==> src/rtl/fix_trailer_gen_if.sv <==
// Byte-stream bundle between the message composer, the trailer generator
// and the TX framing stage. The slave modport is the trailer generator's view.
interface fix_trailer_gen_if;
    logic [7:0] in_data;
    logic       in_valid;
    logic       in_start;
    logic       in_end;
    logic       in_ready;
    logic [7:0] out_data;
    logic       out_valid;
    logic       out_ready;

    modport slave (
        input  in_data, in_valid, in_start, in_end,
        output in_ready,
        output out_data, out_valid,
        input  out_ready
    );

    modport master (
        output in_data, in_valid, in_start, in_end,
        input  in_ready,
        input  out_data, out_valid,
        output out_ready
    );
endinterface

==> src/rtl/fix_trailer_gen.sv <==
// FIX trailer generator: forwards a message body unchanged, sums the body
// bytes mod 256 and appends the trailer "10=DDD<SOH>" as seven ASCII bytes.
// The output stage is a single registered slot; the trailer follows the last
// body byte without bubbles when the downstream stays ready.
module fix_trailer_gen #(
    parameter logic [7:0] SOH    = 8'h01,
    parameter logic [7:0] TAG_HI = 8'h31,
    parameter logic [7:0] TAG_LO = 8'h30
) (
    input  logic                  clk,
    input  logic                  rst,
    fix_trailer_gen_if.slave      bus,
    output logic [7:0]            checksum_o,
    output logic                  checksum_valid_o
);

    typedef enum logic [1:0] {
        S_IDLE,
        S_BODY,
        S_TRAILER
    } state_t;

    state_t     r_state;
    logic [7:0] r_sum;
    logic [2:0] r_idx;        // trailer bytes loaded so far (0..7)
    logic [7:0] r_out_data;
    logic       r_out_valid;
    logic [7:0] r_checksum;
    logic       r_chk_valid;

    logic       w_out_free;
    logic       w_in_ready;
    logic       w_in_xfer;
    logic [7:0] w_sum_next;
    logic [7:0] w_hund;
    logic [7:0] w_rem;
    logic [7:0] w_tens;
    logic [7:0] w_units;
    logic [7:0] w_trl_byte;

    // The output slot can take a new byte when empty or being drained now.
    assign w_out_free = !r_out_valid || bus.out_ready;
    // NOTE: gating with rst keeps in_ready low while reset is held, even though
    // the registered state already looks like an empty IDLE.
    assign w_in_ready = rst && (r_state != S_TRAILER) && w_out_free;
    assign w_in_xfer  = bus.in_valid && w_in_ready;

    // A message's first byte restarts the sum; later bytes accumulate mod 256.
    assign w_sum_next = (r_state == S_IDLE) ? bus.in_data : r_sum + bus.in_data;

    // r_sum is frozen while in TRAILER, so the digits are stable there.
    assign w_hund  = r_sum / 8'd100;
    assign w_rem   = r_sum % 8'd100;
    assign w_tens  = w_rem / 8'd10;
    assign w_units = r_sum % 8'd10;

    // Select the next trailer byte to load into the output slot.
    always_comb begin
        // NOTE: default first so every path assigns w_trl_byte (no latch).
        w_trl_byte = SOH;
        case (r_idx)
            3'd0:    w_trl_byte = TAG_HI;
            3'd1:    w_trl_byte = TAG_LO;
            3'd2:    w_trl_byte = 8'h3D;
            3'd3:    w_trl_byte = 8'h30 + w_hund;
            3'd4:    w_trl_byte = 8'h30 + w_tens;
            3'd5:    w_trl_byte = 8'h30 + w_units;
            default: w_trl_byte = SOH;
        endcase
    end

    // Message FSM with the registered output slot and checksum report.
    // NOTE: non-blocking assignments throughout so every register samples
    // pre-edge values regardless of statement order.
    always_ff @(posedge clk or negedge rst) begin
        if (!rst) begin
            r_state     <= S_IDLE;
            r_sum       <= 8'h00;
            r_idx       <= 3'd0;
            r_out_data  <= 8'h00;
            r_out_valid <= 1'b0;
            r_checksum  <= 8'h00;
            r_chk_valid <= 1'b0;
        end else begin
            r_chk_valid <= 1'b0;
            case (r_state)
                S_IDLE, S_BODY: begin
                    if (w_out_free) begin
                        r_out_valid <= 1'b0;
                    end
                    // In IDLE only a start-flagged byte opens a message;
                    // anything else is consumed and dropped.
                    if (w_in_xfer && (r_state == S_BODY || bus.in_start)) begin
                        r_out_data  <= bus.in_data;
                        r_out_valid <= 1'b1;
                        r_sum       <= w_sum_next;
                        r_idx       <= 3'd0;
                        r_state     <= bus.in_end ? S_TRAILER : S_BODY;
                    end
                end
                S_TRAILER: begin
                    if (w_out_free) begin
                        if (r_idx != 3'd7) begin
                            r_out_data  <= w_trl_byte;
                            r_out_valid <= 1'b1;
                            r_idx       <= r_idx + 3'd1;
                        end else begin
                            // The SOH in the slot is being accepted now.
                            r_out_valid <= 1'b0;
                            r_checksum  <= r_sum;
                            r_chk_valid <= 1'b1;
                            r_sum       <= 8'h00;
                            r_idx       <= 3'd0;
                            r_state     <= S_IDLE;
                        end
                    end
                end
                default: r_state <= S_IDLE;
            endcase
        end
    end

    assign bus.in_ready      = w_in_ready;
    assign bus.out_data      = r_out_data;
    assign bus.out_valid     = r_out_valid;
    assign checksum_o        = r_checksum;
    assign checksum_valid_o  = r_chk_valid;

endmodule

==> src/flat_wrapper.sv <==
// flat-port wrapper written by rule: the top's interface ports become plain ports
module fix_trailer_gen_flat 
#(
    parameter logic [7:0] SOH    = 8'h01,
    parameter logic [7:0] TAG_HI = 8'h31,
    parameter logic [7:0] TAG_LO = 8'h30
)
  (clk, rst, checksum_o, checksum_valid_o, bus_in_data, bus_in_valid, bus_in_start, bus_in_end, bus_in_ready, bus_out_data, bus_out_valid, bus_out_ready);
  fix_trailer_gen_if bus_i ();
  input  logic clk;
  input  logic rst;
  output logic [7:0] checksum_o;
  output logic checksum_valid_o;
  input wire logic [$bits(bus_i.in_data)-1:0] bus_in_data;
  input wire logic [$bits(bus_i.in_valid)-1:0] bus_in_valid;
  input wire logic [$bits(bus_i.in_start)-1:0] bus_in_start;
  input wire logic [$bits(bus_i.in_end)-1:0] bus_in_end;
  output wire logic [$bits(bus_i.in_ready)-1:0] bus_in_ready;
  output wire logic [$bits(bus_i.out_data)-1:0] bus_out_data;
  output wire logic [$bits(bus_i.out_valid)-1:0] bus_out_valid;
  input wire logic [$bits(bus_i.out_ready)-1:0] bus_out_ready;
  assign bus_i.in_data = bus_in_data;
  assign bus_i.in_valid = bus_in_valid;
  assign bus_i.in_start = bus_in_start;
  assign bus_i.in_end = bus_in_end;
  assign bus_in_ready = bus_i.in_ready;
  assign bus_out_data = bus_i.out_data;
  assign bus_out_valid = bus_i.out_valid;
  assign bus_i.out_ready = bus_out_ready;
  fix_trailer_gen #(.SOH(SOH), .TAG_HI(TAG_HI), .TAG_LO(TAG_LO)) u_core (.clk(clk), .rst(rst), .bus(bus_i), .checksum_o(checksum_o), .checksum_valid_o(checksum_valid_o));
endmodule
==> config.mk <==
export PLATFORM = sky130hd
export DESIGN_NAME = fix_trailer_gen_flat
export DESIGN_NICKNAME = d
export VERILOG_FILES = /design/src/rtl/fix_trailer_gen_if.sv /design/src/rtl/fix_trailer_gen.sv /design/src/flat_wrapper.sv
export SDC_FILE = /design/constraint.sdc
export NUM_CORES = 1
export LEC_CHECK = 0
export CAP_MARGIN = 10
export CORE_UTILIZATION = 23
export DETAILED_ROUTE_END_ITERATION = 12
export MAX_ROUTING_LAYER = met4
export PLACE_DENSITY = 0.5
export SETUP_SLACK_MARGIN = 0.02
export SYNTH_ARGS = -nofsm -noshare
export SYNTH_HDL_FRONTEND = slang
export SYNTH_SLANG_ARGS = --single-unit
==> constraint.sdc <==
create_clock -name clk -period 6.15 [get_ports clk]
set_input_delay 1.23 -clock clk [delete_from_list [all_inputs] [get_ports clk]]
set_output_delay 1.23 -clock clk [all_outputs]
set_load 0.02 [all_outputs]
* After elaboration in Yosys (flattened, before gate mapping)
Cells that the tools add are included.
** Cells by class
- Shift operators :: 0
- Magnitude comparators :: 0
- $add $sub $neg :: 5
- Div/mod/pow operators :: 4
- Reductions and logical operators :: 17
- Bitwise operators :: 1
- Multiply operators :: 0
- Eq/ne operators :: 14
- Mux-type cells :: 27
** Operators with widths (number)
- 2-to-1 mux 8 bit :: 7
- one-hot mux 8 bit (6 select lines) :: 1
- one-hot mux 8 bit (2 select lines) :: 2
- adder 6 x 8 -> 8 bit (first input constant) :: 3
- AND reduction 3 bit :: 4
- 2-to-1 mux 3 bit :: 3
- adder 8 bit :: 1
- divider 8 x 4 -> 8 bit (second input constant) :: 1
- divider 8 x 7 -> 8 bit (second input constant) :: 1
- modulo 8 x 4 -> 8 bit (second input constant) :: 1
- modulo 8 x 7 -> 8 bit (second input constant) :: 1
- 2-to-1 mux 2 bit :: 4
- AND reduction 4 bit :: 2
- 2-to-1 mux 1 bit :: 7
- equality test 3 x 2 -> 1 bit (second input constant) :: 2
- equality test 3 bit (second input constant) :: 2
- != test 2 x 1 -> 1 bit (second input constant) :: 3
- one-hot mux 3 bit (2 select lines) :: 1
- logical AND 1 bit :: 4
- != test 2 bit (second input constant) :: 2
- one-hot mux 2 bit (2 select lines) :: 1
- adder 3 x 1 -> 3 bit (second input constant) :: 1
- equality test 3 x 1 -> 1 bit (second input constant) :: 1
- logical NOT 3 bit :: 1
- other kinds (11) :: 12
** Word-level totals
- Input port bits :: 14
- Bits in latches :: 0
- Output and inout bits :: 19
- Word-level logic and storage cells :: 75
- ROM bits :: 0
- Memories :: 0
- Bits in registers :: 31
- Bits in writable memories :: 0

* Depth between registers and ports, before layout
- Depth after elaboration :: 7
- Mapped depth :: 14
- Gate-level depth less buffers :: 12

* Least setup slack after synthesis
OpenSTA, ideal clock, no wires.
- Path kind :: in2reg
- Start :: input bus_in_data[1]
- End :: register u_core.r_sum[7]
- Buffers on the path :: 0
- Setup time :: 0.126 ns
- Path slack :: 3.163 ns
- Cell stages on the path :: 8
- Data required time :: 6.024 ns
- Arrival time :: 2.861 ns
- Path through :: ha_1 -> a21o_1 -> a21oi_1 -> o21ai_0 -> o41ai_1 -> xor2_1 -> nor4b_1 -> a311o_1
** Between the ends
- Cells in the longest elaborated chain, start to end :: 4
** Ends and longest elaborated chain
- start, declared :: RTL line flat_wrapper.sv:14 : input wire logic [$bits(bus_i.in_data)-1:0] bus_in_data;
- adder 8 bit :: RTL line fix_trailer_gen.sv:49 : assign w_sum_next = (r_state == S_IDLE) ? bus.in_data : r_sum + bus.in_data;
- 2-to-1 mux 8 bit :: RTL line fix_trailer_gen.sv:49
- 2-to-1 mux 8 bit :: RTL line fix_trailer_gen.sv:93 : if (w_in_xfer && (r_state == S_BODY || bus.in_start)) begin
- one-hot mux 8 bit (2 select lines) :: RTL line fix_trailer_gen.sv:86 : case (r_state)
- end signal, assigned :: RTL line fix_trailer_gen.sv:96 : r_sum <= w_sum_next;
- end, declared :: RTL line fix_trailer_gen.sv:24 : logic [7:0] r_sum;
No other way between the ends. The select of a mux whose other input is x is not followed.
A chain may end at the register's enable or synchronous reset.

* Final worst setup path
- Start :: input bus_out_ready
- End :: output bus_in_ready
** Between the ends
- Cells in the longest elaborated chain, start to end :: 2
** Ends and longest elaborated chain
- start, declared :: RTL line flat_wrapper.sv:21 : input wire logic [$bits(bus_i.out_ready)-1:0] bus_out_ready;
- logical OR 1 bit :: RTL line fix_trailer_gen.sv:42 : assign w_out_free = !r_out_valid || bus.out_ready;
- logical AND 1 bit :: RTL line fix_trailer_gen.sv:45 : assign w_in_ready = rst && (r_state != S_TRAILER) && w_out_free;
- end, declared :: RTL line flat_wrapper.sv:18 : output wire logic [$bits(bus_i.in_ready)-1:0] bus_in_ready;
No other way between the ends.

==> results.json <==
{
  "status": "finished with violations",
  "violations": "DRC",
  "power_frac_seq_pct": 23.6,
  "multiInputGateArea_um2": 1840,
  "switching_power_uw": 841,
  "clockPowerShare_pct": 18.2,
  "critical_path_required_ns": 4.92,
  "fillers": 1243,
  "fin_crit_sh_pct": 64.2,
  "path_max_fanout": 7,
  "ctsHtreeMaxLevel": 2,
  "final.setup_skew_ns": 0.00551,
  "start_util_pct": 24.0,
  "die_w_um": 112,
  "p_comb_share_pct": 58.2,
  "yosysSeqAreaShare_pct": 27.8,
  "clk_pin_slew_ns": 0.05,
  "cts_tree": "built",
  "nets": 401,
  "dr_total_vias": 2666,
  "cp-end-kind": "output port",
  "drtPass1Iterations": 8,
  "dp_slack_ns": 2.15,
  "crit_path_max_incr_delay_ns": 0.60,
  "syn_avg_cell_area_um2": 7.82,
  "tightestPinTransition_ns": 0.875,
  "drtAntennaViolNets": 0,
  "ir_drop_uv": 161,
  "setup_viol": 0,
  "cp_common_cell": "clkdlybuf4s50_1",
  "crit_slowest_cell": "clkdlybuf4s50_1",
  "ys_warn_count": 0,
  "switching_share_pct": 47.5,
  "rows": 39,
  "gp_congestion": 0.873,
  "power.internal_uw": 928,
  "place_hpwl_um": 5880,
  "die_height_um": 112,
  "fmax_mhz": 253,
  "path_class": "in2out",
  "cts_resized": 0,
  "placed_cells_incl_taps": 506,
  "worst_slack_ns": 2.20,
  "grtUsageTotal_pct": 13.8,
  "post_cts_buffers": 0,
  "finalNonFillerCells": 514,
  "p_total_mw": 1.77,
  "io-pin-count": 33,
  "drcViolationCount": 1,
  "synth_fp_nets": 388,
  "p_leak_nw": 1.37,
  "synth_flop_cell": "dfrtp_1",
  "crit_family": "buffers and inverters",
  "crit_arrival_ns": 2.72,
  "routed_wl_um": 7990,
  "grt_pass1_wl_um": 13600,
  "dr.first_iter.drc_count": 122,
  "clk_latency_ns": 0.28,
  "rsz0062_at_grt": "no",
  "slew_headroom_pct": 41.7,
  "slew_violations": 0,
  "io_buffer_count": 32,
  "period_minus_slack_ns": 3.95,
  "cp-start-kind": "input pin",
  "grt_max_degree": 35,
  "antenna_cells": 0,
  "clock_path_buffers": 2,
  "register_area_um2": 776,
  "grt_antenna_before_repair": 0,
  "grt_pass1_vias": 2652,
  "clock-sinks": 31,
  "path_cells": "clkdlybuf4s50_1, nand2b_1, and3_1, clkdlybuf4s50_1",
  "grt_overflow": 0,
  "ys_async_sr_fraction_pct": 100,
  "syn_inst": 357,
  "final_core_util_pct": 29.0,
  "ys_types": 66,
  "core_area_um2": 11600,
  "synth-edff-count": 0,
  "numCtsBuffers": 5,
  "root_buffer": "clkbuf_16",
  "p_per_area_nw_per_um2": 526,
  "tns_ns": 0,
  "post_route_cells_drive_above_1_share_pct": 7.28,
  "holdBufCountCts": 0,
  "die_area_um2": 12600,
  "synth_seq_cells": 31,
  "min_path_type": "reg2reg",
  "area_growth_syn_to_layout_pct": 20.6,
  "path_buf_inv": 2,
  "wire_per_inst_um": 15.6,
  "timing_hold_violations_final": 0,
  "syn_area_um2": 2790,
  "max-cap-violations": 0,
  "viasPerCell": 5.19
}
[flip-flops by register name, indices dropped and copies added (netlist names)]
name and cells:
u_core.bus.out_data 8, u_core.r_sum 8, u_core.r_idx 3, u_core.r_state 2, u_core.checksum_o 8, u_core.bus.out_valid 1
u_core.checksum_valid_o 1
[synthesized netlist by cell type, drive strengths merged (2+ instances only)]
cell,n,area share (%)
a2111oi,2,0.63
a211o,3,0.94
a21o,7,1.9
a21oi,28,5.0
a221oi,2,0.63
a22oi,3,0.81
a31o,2,0.63
a31oi,5,1.1
a32o,2,0.76
buf,11,2.1
clkbuf,17,2.3
dfrtp,31,28
ha,16,7.2
inv,13,1.7
mux2,6,2.4
mux2i,4,1.4
nand2,44,6.0
nand2b,14,3.1
nand3,8,1.4
nand3b,2,0.54
nor2,31,4.3
nor2b,10,2.2
nor3,10,1.8
nor4,2,0.45
o2111ai,2,0.63
o211ai,4,1.1
o21a,2,0.54
o21ai,30,5.4
o221ai,3,0.94
o22ai,2,0.45
o31ai,3,0.81
or2,2,0.45
or3,3,0.67
xnor2,5,1.6
xor2,3,0.94
[path summary, 6_finish.rpt]
path	cells past startpoint	startpoint	slack, ns	end
max	4	bus_out_ready	2.20	bus_in_ready
min	2	u_core.checksum_o[1]	0.49	u_core.checksum_o[1]
max reg2reg	10	u_core.r_sum[5]	2.92	u_core.bus.out_data[5]
min reg2reg	2	u_core.checksum_o[1]	0.49	u_core.checksum_o[1]
max in group asynchronous	1	rst	4.64	u_core.r_sum[2]
min in group asynchronous	1	rst	1.02	u_core.bus.out_data[0]
[stage by stage]
step           hold WS (ns)  instance area, µm²
3_3_place_gp          0.471                3180
4_1_cts               0.493                3360
6_report              0.488                3360
2_1_floorplan         0.500                2790
5_1_grt               0.529                3360
3_5_place_dp          0.481                3180
[power groups by stage]
stage / Clock, mW / Sequential, mW / Combinational (mW)
finish: 0.322 / 0.417 / 1.03
global route: 0.336 / 0.436 / 1.15
CTS: 0.329 / 0.416 / 1.03
detailed placement: 0 / 0.420 / 1.02
global placement: 0 / 0.417 / 1.02
floorplan: 0 / 0.347 / 0.830
[layout make-up]
type	instances	area share, %
tap	143	5.32
multi-input combinational	285	54.7
sequential	31	23.1
inverter	13	1.45
clock inverter	2	1.79
clock buffer	6	3.83
timing repair buffer	34	9.82
[worst reg2reg max path: cells and delay by family, from the launching register on]
| kind | cells | cell delay (ns) |
|---|---|---|
| AO/OA/AOI/OAI | 5 | 1.01 |
| flip-flops | 1 | 0.85 |
| AND/OR/NAND/NOR | 3 | 0.70 |
| adder cells (fa/ha/maj) | 1 | 0.28 |
| multiplexers | 1 | 0.25 |
[layer usage]
layer | global-route usage, % | share of wire, %
met5 | - | 0
met4 | 4.27 | 1.2
met3 | 1.84 | 4.4
met2 | 23.1 | 48
met1 | 17.4 | 46
[kinds of logic (layout without fill, tap and decap cells)]
| kind of cell | Yosys count | after routing | synth area share [%] |
|---|---|---|---|
| flops | 31 | 31 | 27.8 |
| fa+ha+maj | 18 | 18 | 8.25 |
| compound gates | 116 | 116 | 28.4 |
| buf+inv | 41 | 55 | 6.19 |
| other cells | 1 | 1 | 0.134 |
| xor+xnor | 8 | 8 | 2.51 |
| simple gates | 132 | 132 | 22.9 |
| mux | 10 | 10 | 3.86 |
[cells in the final DEF (no fill, tap or decap), types with 3 or more instances in the layout]
cell | netlist | layout
o31ai_1 | 3 | 3
nor2b_1 | 10 | 10
nand2_1 | 43 | 43
or3_1 | 3 | 3
mux2_2 | 6 | 6
clkdlybuf4s50_1 | 0 | 31
a31oi_1 | 5 | 5
ha_1 | 16 | 16
a21o_1 | 7 | 7
inv_1 | 13 | 13
xnor2_1 | 5 | 5
clkbuf_16 | 0 | 5
a21oi_1 | 28 | 28
nor2_1 | 30 | 30
nor3_1 | 10 | 10
o21ai_0 | 30 | 30
dfrtp_1 | 31 | 31
xor2_1 | 3 | 3
a22oi_1 | 3 | 3
a211o_1 | 3 | 3
nand2b_1 | 14 | 14
o221ai_1 | 3 | 3
o211ai_1 | 4 | 4
nand3_1 | 8 | 8
mux2i_1 | 4 | 4
(Power assumes the default switching activity.)
